$ cat config.mk
export PLATFORM = sky130hd
export DESIGN_NAME = switch_debounce_2ch_flat
export DESIGN_NICKNAME = d
export VERILOG_FILES = /design/src/rtl/switch_debounce_2ch_if.sv /design/src/rtl/switch_debounce_2ch.sv /design/src/flat_wrapper.sv
export SDC_FILE = /design/constraint.sdc
export NUM_CORES = 1
export LEC_CHECK = 0
export ABC_AREA = 1
export BUFFER_PORTS_ARGS = -buffer_cell sky130_fd_sc_hd__buf_4
export CAP_MARGIN = 10
export CORE_UTILIZATION = 55
export DETAILED_ROUTE_END_ITERATION = 16
export PLACE_DENSITY = 0.74
export SLEW_MARGIN = 25
export SYNTH_ARGS = -nofsm -noshare
export SYNTH_HDL_FRONTEND = slang
export SYNTH_SLANG_ARGS = --single-unit
export TNS_END_PERCENT = 1
$ cat constraint.sdc
create_clock -name clk -period 2.95 [get_ports clk]
set_clock_uncertainty 0.2 [all_clocks]
set_input_delay 0.1475 -clock clk [delete_from_list [all_inputs] [get_ports clk]]
set_output_delay 0.1475 -clock clk [all_outputs]
set_load 0.005 [all_outputs]
$ cat src/rtl/switch_debounce_2ch_if.sv
// Raw switch inputs and conditioned outputs for the two-channel debouncer.
// master: board/bench side driving raw switches; slave: the debouncer itself.
interface switch_debounce_2ch_if;
  logic sw_a_raw;
  logic sw_b_raw;
  logic a_out;
  logic b_out;
  logic a_rise;
  logic a_fall;
  logic b_rise;
  logic b_fall;

  modport master (
    output sw_a_raw, sw_b_raw,
    input  a_out, b_out, a_rise, a_fall, b_rise, b_fall
  );

  modport slave (
    input  sw_a_raw, sw_b_raw,
    output a_out, b_out, a_rise, a_fall, b_rise, b_fall
  );
endinterface

$ cat src/rtl/switch_debounce_2ch.sv
// Two independent switch debouncers: 2-flop synchronizer plus counting FSM per channel.
// Define SWITCH_DEBOUNCE_EDGE_EN to get registered rise/fall strobes; otherwise they read 0.
module switch_debounce_2ch #(
  parameter int unsigned DEBOUNCE_CYCLES = 50000,
  parameter int unsigned CNT_W           = 16
) (
  input logic                  clk,
  input logic                  rst_n,
  switch_debounce_2ch_if.slave sw
);

  typedef enum logic [1:0] {StIdleLo, StWaitHi, StIdleHi, StWaitLo} state_e;

  localparam logic [CNT_W-1:0] CntMax = CNT_W'(DEBOUNCE_CYCLES);

  logic [1:0]       raw;
  logic [1:0]       sync1_q;
  logic [1:0]       s_q;
  logic [1:0]       out_q;
  logic [1:0]       hit_hi;
  logic [1:0]       hit_lo;
  state_e           state_q [2];
  logic [CNT_W-1:0] cnt_q   [2];

  assign raw = {sw.sw_b_raw, sw.sw_a_raw};

  // Interval complete: this edge commits the new level.
  always_comb begin
    hit_hi = '0;
    hit_lo = '0;
    for (int i = 0; i < 2; i++) begin
      hit_hi[i] = (state_q[i] == StWaitHi) && s_q[i] && (cnt_q[i] == CntMax);
      hit_lo[i] = (state_q[i] == StWaitLo) && !s_q[i] && (cnt_q[i] == CntMax);
    end
  end

  always_ff @(posedge clk) begin
    if (!rst_n) begin
      sync1_q <= '0;
      s_q     <= '0;
      out_q   <= '0;
      for (int i = 0; i < 2; i++) begin
        state_q[i] <= StIdleLo;
        cnt_q[i]   <= '0;
      end
    end else begin
      sync1_q <= raw;
      s_q     <= sync1_q;
      for (int i = 0; i < 2; i++) begin
        unique case (state_q[i])
          StIdleLo: begin
            if (s_q[i]) begin
              state_q[i] <= StWaitHi;
              cnt_q[i]   <= CNT_W'(1);
            end else begin
              cnt_q[i] <= '0;
            end
          end
          StWaitHi: begin
            if (!s_q[i]) begin
              state_q[i] <= StIdleLo;
              cnt_q[i]   <= '0;
            end else if (hit_hi[i]) begin
              state_q[i] <= StIdleHi;
              out_q[i]   <= 1'b1;
              cnt_q[i]   <= '0;
            end else begin
              cnt_q[i] <= cnt_q[i] + 1'b1;
            end
          end
          StIdleHi: begin
            if (!s_q[i]) begin
              state_q[i] <= StWaitLo;
              cnt_q[i]   <= CNT_W'(1);
            end else begin
              cnt_q[i] <= '0;
            end
          end
          StWaitLo: begin
            if (s_q[i]) begin
              state_q[i] <= StIdleHi;
              cnt_q[i]   <= '0;
            end else if (hit_lo[i]) begin
              state_q[i] <= StIdleLo;
              out_q[i]   <= 1'b0;
              cnt_q[i]   <= '0;
            end else begin
              cnt_q[i] <= cnt_q[i] + 1'b1;
            end
          end
          default: begin
            state_q[i] <= StIdleLo;
            cnt_q[i]   <= '0;
          end
        endcase
      end
    end
  end

  assign sw.a_out = out_q[0];
  assign sw.b_out = out_q[1];

`ifdef SWITCH_DEBOUNCE_EDGE_EN
  logic [1:0] rise_q;
  logic [1:0] fall_q;

  always_ff @(posedge clk) begin
    if (!rst_n) begin
      rise_q <= '0;
      fall_q <= '0;
    end else begin
      rise_q <= hit_hi;
      fall_q <= hit_lo;
    end
  end

  assign sw.a_rise = rise_q[0];
  assign sw.b_rise = rise_q[1];
  assign sw.a_fall = fall_q[0];
  assign sw.b_fall = fall_q[1];
`else
  assign sw.a_rise = 1'b0;
  assign sw.b_rise = 1'b0;
  assign sw.a_fall = 1'b0;
  assign sw.b_fall = 1'b0;
`endif

endmodule

$ cat src/flat_wrapper.sv
// flat-port wrapper written by rule: the top's interface ports become plain ports
module switch_debounce_2ch_flat 
#(
  parameter int unsigned DEBOUNCE_CYCLES = 50000,
  parameter int unsigned CNT_W           = 16
)
  (clk, rst_n, sw_sw_a_raw, sw_sw_b_raw, sw_a_out, sw_b_out, sw_a_rise, sw_a_fall, sw_b_rise, sw_b_fall);
  switch_debounce_2ch_if sw_i ();
  input logic clk;
  input logic rst_n;
  input wire logic [$bits(sw_i.sw_a_raw)-1:0] sw_sw_a_raw;
  input wire logic [$bits(sw_i.sw_b_raw)-1:0] sw_sw_b_raw;
  output wire logic [$bits(sw_i.a_out)-1:0] sw_a_out;
  output wire logic [$bits(sw_i.b_out)-1:0] sw_b_out;
  output wire logic [$bits(sw_i.a_rise)-1:0] sw_a_rise;
  output wire logic [$bits(sw_i.a_fall)-1:0] sw_a_fall;
  output wire logic [$bits(sw_i.b_rise)-1:0] sw_b_rise;
  output wire logic [$bits(sw_i.b_fall)-1:0] sw_b_fall;
  assign sw_i.sw_a_raw = sw_sw_a_raw;
  assign sw_i.sw_b_raw = sw_sw_b_raw;
  assign sw_a_out = sw_i.a_out;
  assign sw_b_out = sw_i.b_out;
  assign sw_a_rise = sw_i.a_rise;
  assign sw_a_fall = sw_i.a_fall;
  assign sw_b_rise = sw_i.b_rise;
  assign sw_b_fall = sw_i.b_fall;
  switch_debounce_2ch #(.DEBOUNCE_CYCLES(DEBOUNCE_CYCLES), .CNT_W(CNT_W)) u_core (.clk(clk), .rst_n(rst_n), .sw(sw_i));
endmodule
==> summary.txt <==
STA
  • Pins Over Slew Limit: 0
  • Final period util: 0.669
  • Final hold vios: 0
  • Unrepaired setup endpoints after global routing: false
  • Endpoints failing setup: 0
  • Fmax: 506 MHz
  • Final WS setup: 975 ps
  • Setup TNS: 0 ps
  • Min Tclk post-route: 1970 ps
  • Slew HR: 0.610
  • Worst-Margin Slew: 585 ps

Synthesis
  • Count of cell types in the netlist: 37
  • Sequential cell area fraction in the yosys report: 0.458
  • Warning count from the yosys run: 0
  • Synth top area share: 0.412
  • Top_reg_cell synth: edfxtp_1
  • Cells after synthesis: 327
  • Flops & latches, synth: 42
  • Top cell type by total area after synthesis: edfxtp_1
  • Synthesized cell area: 0.00263 mm2
  • Ys async rst share: 0
  • Count leader, synth: nand2_1
  • Post-synth EDFFs: 36
  • Avg Cell Area, Syn: 8.03 um2
  • Top cells by area, synth: edfxtp_1 41%, nand2_1 10%, nor2_1 8.3%
  • Synth cell count leaders: 70 x nand2_1, 58 x nor2_1, 38 x inv_1, 36 x edfxtp_1, 30 x nand3_1

Critical path
  • Critical path's slowest cell: edfxtp_1
  • Reg2reg end: u_core.cnt_q[0][10]
  • Crit path cell chain: inv_1 -> ha_1 -> nand3_1 -> nor2_1 -> nand2_1 -> nand2_4 -> o21bai_1 -> a21oi_2
  • Reg2Reg Depth: 8
  • Worst path buffer plus inverter count: 1
  • Data required, critical path: 2800 ps
  • Family with the most delay on the worst path: simple AND/OR/NAND/NOR gates
  • Largest stage delay, worst path: 440 ps
  • WS Path Type: register to register
  • Internal reg-to-reg setup slack: 980 ps
  • Critical-path maximum fanout: 15
  • Startpoint types: register
  • Crit path DAT: 1830 ps
  • Worst reg2reg path startpoint: u_core.cnt_q[0][0]
  • Crit. End Element: register

Drt
  • Vias/cell: 4.93
  • Total wire length: 4660 um
  • Drt first-iter violations: 178
  • Drc violations: 0
  • DRT Pass-1 Iters: 10
  • DR vias: 2086
  • Final ANT Viol Nets: 0
  • Wire per inst: 11.0 um

Min path
  • Hold endpoint: u_core.s_q[1]
  • Hold Crit Start: u_core.sync1_q[1]
  • Hold path cells: 2
  • Hold crit path type: register to register

Floorplan
  • Row count: 24
  • DIE WIDTH: 71.1 um
  • Die H: 71.1 um
  • Core area: 0.00447 mm2
  • Die area: 0.00505 mm2
  • Initial core utilization: 0.587
  • # IOs: 10

Placement
  • Dpl hpwl: 3490 um
  • Pre-CTS setup slack: 971 ps
  • Port-buffer cells: 5
  • Placer Congestion: 0.894

Clocking
  • Clock sink count: 42
  • CTS tree: built
  • Resized Gates After CTS: 0
  • Clock buffer count from CTS: 5
  • Cts hold-fix bufs: 5
  • H-tree depth: 2
  • Clock transition at path regs: 80 ps
  • Setup Buffers After CTS: 0
  • Clk_lat worst skew: 290 ps
  • Root Driver: clkbuf_8
  • CTS Buffer Depth: 2

Finish
  • Nets: 378
  • Filler cells: 377
  • Inserted Diodes: 0
  • Share of cells above drive strength 1: 0.0863
  • Area grow syn2layout: 11.6%

Global routing
  • Largest net degree at the start of global routing: 16
  • First-pass GRT wire length: 8090 um
  • Vias in the first global route: 1957
  • Gr usage total: 0.203
  • Global route overflow: 0
  • Initial antenna violation count: 0

Power and ir drop
  • Power density cells: 423 mW/mm2
  • Leakage power: 1.21 nW
  • Peak VDD IR: 364 uV
  • Tot Pwr: 1.24 mW

Run status
  • Status: completed

Job
  • MaxCap Viol Count: 0
cells by family (layout without fill, tap and decap cells):
family                   Yosys count  in the layout  share of synthesized area
AND/OR/NAND/NOR                  194            194                      0.343
buffers and inverters             51             61                     0.0834
flip-flops                        42             42                      0.458
AO/OA/AOI/OAI                     20             20                     0.0477
XOR/XNOR                          14             14                     0.0467
adder cells (fa/ha/maj)            4              4                     0.0191
other                              2             36                    0.00286
per-stage QoR:
step / cell area [um2] / util / hold WS, ps / instances
2_1_floorplan: 2750 / - / 45.1 / 361
3_3_place_gp: 2800 / 0.625 / 135 / 410
3_5_place_dp: 2800 / 0.625 / 133 / 410
4_1_cts: 2930 / 0.655 / 224 / 423
5_1_grt: 2930 / 0.655 / 255 / 423
6_report: 2930 / 0.655 / 220 / 423
worst max path at each step:
stage / startpoint / end / cells after the start
2_1_floorplan: u_core.cnt_q[0][0] / u_core.cnt_q[0][14] / 8
3_3_place_gp: u_core.cnt_q[0][0] / u_core.cnt_q[0][10] / 8
3_5_place_dp: u_core.cnt_q[0][0] / u_core.cnt_q[0][10] / 8
4_1_cts: u_core.cnt_q[0][0] / u_core.cnt_q[0][10] / 8
5_1_grt: u_core.cnt_q[0][0] / u_core.cnt_q[0][10] / 8
6_report: u_core.cnt_q[0][0] / u_core.cnt_q[0][10] / 8
layout make-up:
class / instances / area, um2 / area share
Clock buffer: 6 / 72.6 / 0.0248
Tap cell: 52 / 65.1 / 0.0222
Sequential cell: 42 / 1200 / 0.410
Timing Repair Buffer: 10 / 87.6 / 0.0299
Multi-Input combinational cell: 268 / 1330 / 0.455
Clock inverter: 2 / 8.76 / 0.00299
Inverter: 43 / 161 / 0.0551
sequential cells by signal, summed over array words and instances, names as in the netlist:
name and flops:
u_core.out_q 2, u_core.state_q 4, u_core.s_q 2, u_core.cnt_q 32
u_core.sync1_q 2
worst min-delay path: stages, from the launching register on:
cell and delay (ps):
dfxtp_1 310, nand2_1 50, inv_1 40
power breakdown:
part	switching, mW	total [mW]	internal, mW	leakage, nW
clock network	0.195	0.358	0.163	0.0426
logic	0.0967	0.151	0.0540	0.743
registers	0.0414	0.730	0.689	0.421
layer usage:
| metal | up-vias | track usage | part of all wire |
|---|---|---|---|
| met1 | 929 | 0.270 | 0.51 |
| met3 | 4 | 0.0499 | 0.033 |
| met2 | 37 | 0.330 | 0.45 |
| li1 | 1116 | - | - |
| met5 | - | 0 | 0 |
| met4 | 0 | 0.0600 | 0.0071 |
placed cells by master (no fill, tap or decap), drive strengths merged, types with 2 or more instances in the layout:
master and count:
nand2 73, nor2 63, inv 43, conb 36, edfxtp 36, nand3 30, nor3 13, xor2 11
nand4 7, a21oi 7, dfxtp 6, clkbuf 6, o21ai 6, nor3b 6, dlygate4sd3 5, buf 5
ha 4, xnor2 3, o211ai 2, o21bai 2, clkinv 2
Note: power is estimated with default switching activity, not from simulation.
